==> src/rtl/m_receiver.sv <==
// Manchester line receiver: synchronises the serial line, decodes start bit + 8 data
// bits (MSB first) and queues good bytes in a first-word-fall-through FIFO.
module m_receiver #(
    parameter int SAMPLES_PER_HALF = 4,
    parameter int DEPTH            = 16
) (
    input  logic       i_clk_2x,
    input  logic       i_rst,
    input  logic       i_m_rx,
    input  logic       i_data_re,
    output logic [7:0] o_data,
    output logic [7:0] o_data_count,
    output logic       o_m_status,
    output logic       o_err,
    output logic       o_overflow
);

    localparam int CNT_W = (SAMPLES_PER_HALF > 1) ? $clog2(SAMPLES_PER_HALF) : 1;
    localparam int LOW_W = $clog2(2 * SAMPLES_PER_HALF) + 1;
    localparam int PTR_W = (DEPTH > 1) ? $clog2(DEPTH) : 1;

    localparam logic [CNT_W-1:0] SAMPLE_PT = CNT_W'(SAMPLES_PER_HALF / 2 - 1);
    localparam logic [CNT_W-1:0] HALF_LAST = CNT_W'(SAMPLES_PER_HALF - 1);
    localparam logic [LOW_W-1:0] LOW_LAST  = LOW_W'(2 * SAMPLES_PER_HALF - 1);
    localparam logic [7:0]       DEPTH_CNT = 8'(DEPTH);

    typedef enum logic [2:0] {
        S_IDLE     = 3'd0,
        S_START_H1 = 3'd1,
        S_START_H2 = 3'd2,
        S_DATA_H1  = 3'd3,
        S_DATA_H2  = 3'd4,
        S_STOP     = 3'd5
    } state_t;

    logic             r_sync1;
    logic             r_sync2;
    logic             r_rx_prev;
    logic             w_rx_s;
    state_t           r_state;
    state_t           w_next;
    logic [CNT_W-1:0] r_half_cnt;
    logic [LOW_W-1:0] r_low_cnt;
    logic             w_tick;
    logic             r_h1;
    logic [2:0]       r_bit_idx;
    logic [7:0]       r_shift;
    logic             r_push;
    logic             r_err;
    logic             r_overflow;
    logic             w_status;
    logic             w_viol;
    logic             w_shift_en;
    logic             w_byte_done;

    logic [7:0]       r_mem [DEPTH];
    logic [PTR_W-1:0] r_wr_ptr;
    logic [PTR_W-1:0] r_rd_ptr;
    logic [7:0]       r_count;
    logic             w_pop;
    logic             w_full;
    logic             w_wr;

    assign w_rx_s = r_sync2;
    assign w_tick = (r_half_cnt == SAMPLE_PT);

    always_ff @(posedge i_clk_2x) begin
        if (i_rst) begin
            r_sync1   <= 1'b0;
            r_sync2   <= 1'b0;
            r_rx_prev <= 1'b0;
        end else begin
            r_sync1   <= i_m_rx;
            r_sync2   <= r_sync1;
            r_rx_prev <= w_rx_s;
        end
    end

    always_ff @(posedge i_clk_2x) begin
        if (i_rst) begin
            r_state <= S_IDLE;
        end else begin
            r_state <= w_next;
        end
    end

    always_comb begin
        w_next = r_state;
        case (r_state)
            S_IDLE:     if (w_rx_s && !r_rx_prev) w_next = S_START_H1;
            S_START_H1: if (w_tick) w_next = w_rx_s ? S_START_H2 : S_IDLE;
            S_START_H2: if (w_tick) w_next = w_rx_s ? S_STOP : S_DATA_H1;
            S_DATA_H1:  if (w_tick) w_next = S_DATA_H2;
            S_DATA_H2: begin
                if (w_tick) begin
                    if (r_h1 == w_rx_s || r_bit_idx == 3'd0) begin
                        w_next = S_STOP;
                    end else begin
                        w_next = S_DATA_H1;
                    end
                end
            end
            S_STOP:     if (!w_rx_s && r_low_cnt == LOW_LAST) w_next = S_IDLE;
            default:    w_next = S_IDLE;
        endcase
    end

    always_comb begin
        w_status    = (r_state != S_IDLE);
        w_viol      = 1'b0;
        w_shift_en  = 1'b0;
        w_byte_done = 1'b0;
        if (w_tick) begin
            case (r_state)
                S_START_H2: w_viol = w_rx_s;
                S_DATA_H2: begin
                    w_viol      = (r_h1 == w_rx_s);
                    w_shift_en  = (r_h1 != w_rx_s);
                    w_byte_done = (r_h1 != w_rx_s) && (r_bit_idx == 3'd0);
                end
                default: ;
            endcase
        end
    end

    // Sample timing is free-running from the start edge; no mid-frame resync.
    always_ff @(posedge i_clk_2x) begin
        if (i_rst || r_state == S_IDLE) begin
            r_half_cnt <= '0;
        end else if (r_half_cnt == HALF_LAST) begin
            r_half_cnt <= '0;
        end else begin
            r_half_cnt <= r_half_cnt + CNT_W'(1);
        end
    end

    always_ff @(posedge i_clk_2x) begin
        if (i_rst || r_state != S_STOP || w_rx_s) begin
            r_low_cnt <= '0;
        end else begin
            r_low_cnt <= r_low_cnt + LOW_W'(1);
        end
    end

    always_ff @(posedge i_clk_2x) begin
        if (i_rst) begin
            r_h1       <= 1'b0;
            r_bit_idx  <= 3'd0;
            r_shift    <= 8'h00;
            r_push     <= 1'b0;
            r_err      <= 1'b0;
        end else begin
            r_push <= w_byte_done;
            r_err  <= w_viol;
            if (r_state == S_START_H2 && w_tick) r_bit_idx <= 3'd7;
            if (r_state == S_DATA_H1 && w_tick) r_h1 <= w_rx_s;
            if (w_shift_en) begin
                r_shift <= {r_shift[6:0], r_h1};
                if (r_bit_idx != 3'd0) r_bit_idx <= r_bit_idx - 3'd1;
            end
        end
    end

    // A pop in the same cycle frees the slot a full-FIFO push needs.
    assign w_pop  = i_data_re && (r_count != 8'd0);
    assign w_full = (r_count == DEPTH_CNT);
    assign w_wr   = r_push && (!w_full || w_pop);

    always_ff @(posedge i_clk_2x) begin
        if (w_wr) r_mem[r_wr_ptr] <= r_shift;
    end

    always_ff @(posedge i_clk_2x) begin
        if (i_rst) begin
            r_wr_ptr   <= '0;
            r_rd_ptr   <= '0;
            r_count    <= 8'd0;
            r_overflow <= 1'b0;
        end else begin
            r_overflow <= r_push && w_full && !w_pop;
            if (w_wr)  r_wr_ptr <= r_wr_ptr + PTR_W'(1);
            if (w_pop) r_rd_ptr <= r_rd_ptr + PTR_W'(1);
            case ({w_wr, w_pop})
                2'b10:   r_count <= r_count + 8'd1;
                2'b01:   r_count <= r_count - 8'd1;
                default: r_count <= r_count;
            endcase
        end
    end

    assign o_data       = (r_count != 8'd0) ? r_mem[r_rd_ptr] : 8'h00;
    assign o_data_count = r_count;
    assign o_m_status   = w_status;
    assign o_err        = r_err;
    assign o_overflow   = r_overflow;

endmodule

==> config.mk <==
export PLATFORM = sky130hd
export DESIGN_NAME = m_receiver
export DESIGN_NICKNAME = d
export VERILOG_FILES = /design/src/rtl/m_receiver.sv
export SDC_FILE = /design/constraint.sdc
export NUM_CORES = 1
export LEC_CHECK = 0
export CAP_MARGIN = 30
export CORE_ASPECT_RATIO = 0.8
export CORE_UTILIZATION = 30
export CTS_CLUSTER_SIZE = 12
export DETAILED_ROUTE_END_ITERATION = 7
export PLACE_DENSITY_LB_ADDON = 0.05
export SYNTH_ARGS = -nofsm -noshare
export SYNTH_HDL_FRONTEND = slang
export SYNTH_SLANG_ARGS = --single-unit
==> constraint.sdc <==
create_clock -name i_clk_2x -period 3.3 [get_ports i_clk_2x]
set_clock_uncertainty 0.1 [all_clocks]
set_input_delay 0.66 -clock i_clk_2x [delete_from_list [all_inputs] [get_ports i_clk_2x]]
set_output_delay 0.66 -clock i_clk_2x [all_outputs]
set_load 0.005 [all_outputs]
==> metrics, run 1 <==
Mean Syn Cell Area 15.5 um2; post-route insts no fill 850; Rows 50; first-pass GRT wire length 26.1 mm; dominant cell type by area after synthesis edfxtp_1; Fillers 2,238; Max stage delay on crit path 490 ps; die extent in y 141 um; Initial DRC Count 249; Setup CP Type reg2out; hold_buf cts 0; clock buffer depth 2; sequence of cells on the critical path buf_12, buf_16, mux4_2, mux4_2, and2_1, dlygate4sd2_1; Horiz. Die Dim 176 um; detailed-route vias per instance 4.73; crit-path max FO 8; Root Driver clkbuf_16; minimum clock period 3210 ps; unrepaired setup endpoints after global routing no; placer congestion estimate 0.712; crit path DAT 2450 ps; Internal Power 3.35 mW; Yosys top cell area share 53.2%; Least-Margin Pin Slew 678 ps; I/O pin total 23; final hold vios 0; Register Area 4790 um2; status complete, no violations; worst skew pair latency 420 ps; number of max-cap violations 0; leakage 2.91 nW; Avg WL per Cell 19.9 um; fin crit share 97.2%; GRT overflow 0; die area 24,700 um2; # DRC 0; asr flop ratio synth 0%; count of final max-slew check failures 0; Main synth FF type edfxtp_1; Design Power 4.31 mW; Port Buf Inserts 22; Critical Path RT 2540 ps; sequential share of power 54.1%; worst hold path class reg2reg; PD cells 495 nW/um2; top cells by area, synth edfxtp_1 53%, dfxtp_1 13%, mux4_2 12%; WL met1 8.49 mm; CP startpoint kind flop; Post-Route WL 16.9 mm; hpwl dp 11.1 mm; Setup crit end kind primary output; #FFs+latches synth 175; # H-tree levels 4; CTS buffer count 17; CP most frequent cell mux4_2; Post-synth EDFFs 128; Max Fclk 312 MHz; gr usage total 14.6%; DRT antenna net count 0; P_sw 0.964 mW; Syn Nets 482; combinational share of power 0.8%; synth unique cells 51; clock sink total 175; Initial Utilization 30.7%; Setup-failing EPs final 0; Area Overhead vs Synth 20.4%; CP top delay family multiplexers; Met2 Wirelength 7.71 mm; Clock power frac 45.1%; Vias 4,020; switching share of power 22.3%; maximum vdd drop 361 uV; Final #Nets 540; Core Area 23,500 um2; Placed Instances 813; Antenna diodes 0; Core Util, Final 37.0%; Worst path slowest cell mux4_2; CP bufs+invs 3; Mapped Cells 467; TritonCTS clock tree built; antenna violations before repair 1; share of cells above drive strength 1 24.3%; Max Used Layer met4; final setup TNS 0 ps; post-synthesis sequential area ratio 66.2%; largest net degree at the start of global routing 33; Worst Hold Margin 351 ps; area taken by multi-input logic gates 2270 um2; Worst slew margin 54.8%; drt pass-1 iters 4; Ys Warns 0; vias in the first global route 4,216; met3 wire length 464 um; Mapped Area 7230 um2; Clock transition at path regs 70 ps
state kept, by name (all words and copies together) (netlist names), named ones only:
register	count
r_wr_ptr	4
r_low_cnt	4
r_push	1
r_half_cnt	2
o_err	1
r_rd_ptr	4
r_mem	128
o_data_count	8
r_state	3
r_sync1	1
r_rx_prev	1
r_shift	8
o_overflow	1
r_bit_idx	3
r_h1	1
r_sync2	1
cell usage after synthesis (all sizes together), types with 3 or more instances:
master / n
nor2: 53
and2: 8
nand3: 9
ha: 11
xnor2: 6
nand2: 16
dfxtp: 47
nand2b: 7
inv: 11
nand4: 4
nor4: 4
buf: 19
mux2i: 10
xor2: 7
nor2b: 5
or3: 3
or4: 3
a21oi: 14
and3: 3
o21ai: 7
a211oi: 3
mux4: 40
nor3: 19
clkbuf: 9
edfxtp: 128
final cells by class:
class,count,area share [%]
inverters,11,0.475
flip-flops and latches,175,55.0
clock inverters,15,1.64
repair buffers,67,7.41
well taps,312,4.49
clock buffers,17,4.89
multi-input cells,253,26.1
cell families after synthesis:
| family | count (synthesis) | share of synthesized area (%) |
|---|---|---|
| XOR/XNOR | 13 | 1.58 |
| multiplexers | 52 | 14.2 |
| adder cells (fa/ha/maj) | 11 | 1.90 |
| flip-flops | 175 | 66.2 |
| AO/OA/AOI/OAI | 35 | 3.46 |
| buffers and inverters | 39 | 2.53 |
| AND/OR/NAND/NOR | 142 | 10.2 |
routing by layer:
| layer | up-vias | track usage, % |
|---|---|---|
| met5 | - | 0 |
| met4 | 0 | 4.26 |
| met3 | 12 | 2.97 |
| met2 | 44 | 22.5 |
| met1 | 2071 | 20.7 |
| li1 | 1893 | - |
placed cells by master (no fill, tap or decap), types with 3 or more instances in the layout:
master             n
edfxtp_1         128
nor2_1            52
dfxtp_1           46
mux4_2            40
buf_4             37
nor3_1            19
clkbuf_16         17
nand2_1           16
a21oi_1           14
clkdlybuf4s50_1   14
inv_1             11
ha_1              11
mux2i_1           10
nand3_1            9
xor2_1             7
nand2b_1           7
xnor2_1            6
o21ai_0            6
inv_6              6
and2_1             5
clkdlybuf4s15_1    5
buf_12             5
nor2b_1            4
nand4_1            4
inv_8              4
and2_4             3
or3_1              3
a211oi_1           3
and3_1             3
dlygate4sd2_1      3
worst paths after layout:
kind                                     start                           end  slack (ps)  cells past startpoint
setup / recovery                          flop                     o_data[1]          90                      6
hold reg to reg             r_sync1$_SDFF_PP0_            r_sync2$_SDFF_PP0_         350                      1
setup reg to reg  o_data_count[6]$_SDFFE_PP0P_  o_data_count[6]$_SDFFE_PP0P_         860                      9
hold / removal              r_sync1$_SDFF_PP0_            r_sync2$_SDFF_PP0_         350                      1
metrics by stage:
step           area, um2  setup WS, ps
2_1_floorplan       7230           726
3_3_place_gp        8040           178
3_5_place_dp        8040           223
4_1_cts             8720          2.27
5_1_grt             8700          1.81
6_report            8700          91.0
timing repair:
| item | CTS | global route |
|---|---|---|
| gates resized for setup | 16 | 5 |
| pin swaps | 2 | 1 |
| buffers inserted | 4 | 0 |
| setup endpoints to repair | 8 | 5 |
| cloned | 2 | 0 |
power by group through the flow:
stage / registers (mW) / clock network, mW / logic, mW
final: 2.33 / 1.94 / 0.0351
after global routing: 2.33 / 2.09 / 0.0394
after CTS: 2.33 / 2.00 / 0.0359
after detailed placement: 2.38 / 0 / 0.0358
after global placement: 2.38 / 0 / 0.0353
after floorplan: 2.38 / 0 / 0.0261
Power figures use the tool's default switching activity.
==> inputs of run 2 (changes only) <==
--- a/config.mk
+++ b/config.mk
@@ -11,6 +11,7 @@
 export CTS_CLUSTER_SIZE = 12
 export DETAILED_ROUTE_END_ITERATION = 7
 export PLACE_DENSITY_LB_ADDON = 0.05
+export RECOVER_POWER = 25
 export SYNTH_ARGS = -nofsm -noshare
 export SYNTH_HDL_FRONTEND = slang
 export SYNTH_SLANG_ARGS = --single-unit
==> results of run 2 <==
No change in the layout: final DEF, timing and power equal those of run 1.
==> inputs of run 3 (changes only) <==
--- a/config.mk
+++ b/config.mk
@@ -15,3 +15,4 @@
 export SYNTH_ARGS = -nofsm -noshare
 export SYNTH_HDL_FRONTEND = slang
 export SYNTH_SLANG_ARGS = --single-unit
+export TNS_END_PERCENT = 1
==> run 3 against run 2 <==
Non-clock buffer count decreased by 2; via count fell by 0.37%; clock-buffer cell count stayed put; flip-flop and latch count unchanged; register-to-register slack hardly changed; die area did not move.
==> metrics, run 3 (synthesized netlist as in run 1, its figures left out) <==
Post-Route WL 16.9 mm (about the same); Fillers 2,236 (was 2,238); Horiz. Die Dim 176 um (unchanged); clock buffer depth 2 (unchanged); first-pass GRT wire length 26.0 mm (was 26.1 mm); Core Util, Final 36.9% (was 37.0%); Vias 4,005 (was 4,020); unrepaired setup endpoints after global routing no (unchanged); Design Power 4.31 mW (about the same); CP startpoint kind flop (unchanged); Avg WL per Cell 19.9 um (about the same); # DRC 0 (unchanged); Clock transition at path regs 70 ps (about the same); count of final max-slew check failures 0 (unchanged); max reg flops 128 (unchanged); crit-path max FO 6 (was 8); DRT antenna net count 0 (unchanged); largest net degree at the start of global routing 33 (unchanged); Setup-failing EPs final 0 (unchanged); Core Area 23,500 um2 (unchanged); hpwl dp 11.1 mm (unchanged); die extent in y 141 um (unchanged); sequence of cells on the critical path buf_12, buf_16, mux4_2, mux4_2, and2_1, dlygate4sd2_1 (unchanged); Area Overhead vs Synth 19.9% (was 20.4%); Max stage delay on crit path 480 ps (was 490 ps); Max Fclk 310 MHz (was 312 MHz); leakage 2.91 nW (about the same); Least-Margin Pin Slew 682 ps (was 678 ps); Antenna diodes 0 (unchanged); share of cells above drive strength 1 23.7% (was 24.3%); commonest non-fill, non-tap cell in the layout edfxtp_1 (unchanged); dpl cell area 8040 um2 (unchanged); final setup TNS 0 ps (unchanged); most frequent cells in the layout 128 x edfxtp_1, 52 x nor2_1, 46 x dfxtp_1 (unchanged); vias in the first global route 4,212 (was 4,216); Worst path slowest cell mux4_2 (unchanged); CP top delay family multiplexers (unchanged); maximum vdd drop 358 uV (was 361 uV); crit path DAT 2460 ps (was 2450 ps); PD cells 497 nW/um2 (was 495 nW/um2); Worst slew margin 54.5% (was 54.8%); die area 24,700 um2 (unchanged); worst skew pair latency 430 ps (was 420 ps); status complete, no violations (unchanged); GRT overflow 0 (unchanged); CP bufs+invs 3 (unchanged); clock sink total 175 (unchanged); Top reg by flops r_mem (unchanged); final hold vios 0 (unchanged); Root Driver clkbuf_16 (unchanged); minimum clock period 3220 ps (was 3210 ps); detailed-route vias per instance 4.72 (was 4.73); drt pass-1 iters 5 (was 4); Port Buf Inserts 22 (unchanged); Setup CP Type reg2out (unchanged); Critical Path RT 2540 ps (about the same); Setup crit end kind primary output (unchanged); TritonCTS clock tree built (unchanged); # H-tree levels 4 (unchanged); worst hold path class reg2reg (unchanged); antenna violations before repair 1 (unchanged); number of max-cap violations 0 (unchanged); fin crit share 97.7% (was 97.2%); Rows 50 (unchanged); Final #Nets 538 (was 540); Initial DRC Count 264 (was 249); gr usage total 14.5% (was 14.6%); CTS buffer count 17 (unchanged); I/O pin total 23 (unchanged); placer congestion estimate 0.712 (unchanged); CP most frequent cell mux4_2 (unchanged); Design Area, Final 8670 um2 (was 8700 um2); Initial Utilization 30.7% (unchanged)
run 3: cell types whose count changed in the layout (fill, tap and decap cells not counted):
cell and delta:
and2_1 +2, and2_4 -2, buf_6 -2, clkdlybuf4s15_1 -4
dlygate4sd2_1 +4
run 3: final cells by class:
type | count | area (um2) | area share, %
multi-input cells | 253 | 2260 | 26.1
well taps | 312 | 390 | 4.50
clock inverters | 15 | 143 | 1.65
inverters | 11 | 41.3 | 0.476
clock buffers | 17 | 425 | 4.91
repair buffers | 65 | 617 | 7.12
flip-flops and latches | 175 | 4790 | 55.2
run 3: through the flow:
step           std cells  hold WS, ps  setup WS [ps]
6_report             848          351           75.5
5_1_grt              848          366           2.66
4_1_cts              849          358           4.29
3_5_place_dp         813          336            223
3_3_place_gp         813          333            178
2_1_floorplan        467          314            726
run 3: path summary, 6_finish.rpt:
check	to	slack (ps)	startpoint	depth (start not counted)
worst max-delay path	o_data[0]	80	flop	6
worst min-delay path	r_sync2$_SDFF_PP0_	350	r_sync1$_SDFF_PP0_	1
worst max register to register	o_data_count[6]$_SDFFE_PP0P_	860	o_data_count[6]$_SDFFE_PP0P_	9
worst min register to register	r_sync2$_SDFF_PP0_	350	r_sync1$_SDFF_PP0_	1
run 3: where the power goes:
group	leakage [nW]	switching [mW]	total, mW	internal [mW]
clock	0.278	0.937	1.94	1.01
combinational	1.06	0.0208	0.0351	0.0144
sequential	1.57	0.00488	2.33	2.33
run 3: layer usage:
layer	vias to the layer above	share of wire (%)	track usage (%)
li1	1889	-	-
met1	2044	49	20.6
met2	59	46	22.5
met3	13	3.7	2.97
met4	0	1.3	4.26
met5	-	0	0
run 3: timing repair:
action	CTS	global route
hold endpoints to repair	0	0
setup buffers	2	0
gates cloned	2	0
setup endpoints to repair	8	5
hold buffers	0	0
resized for setup	11	2
pin swaps	0	2
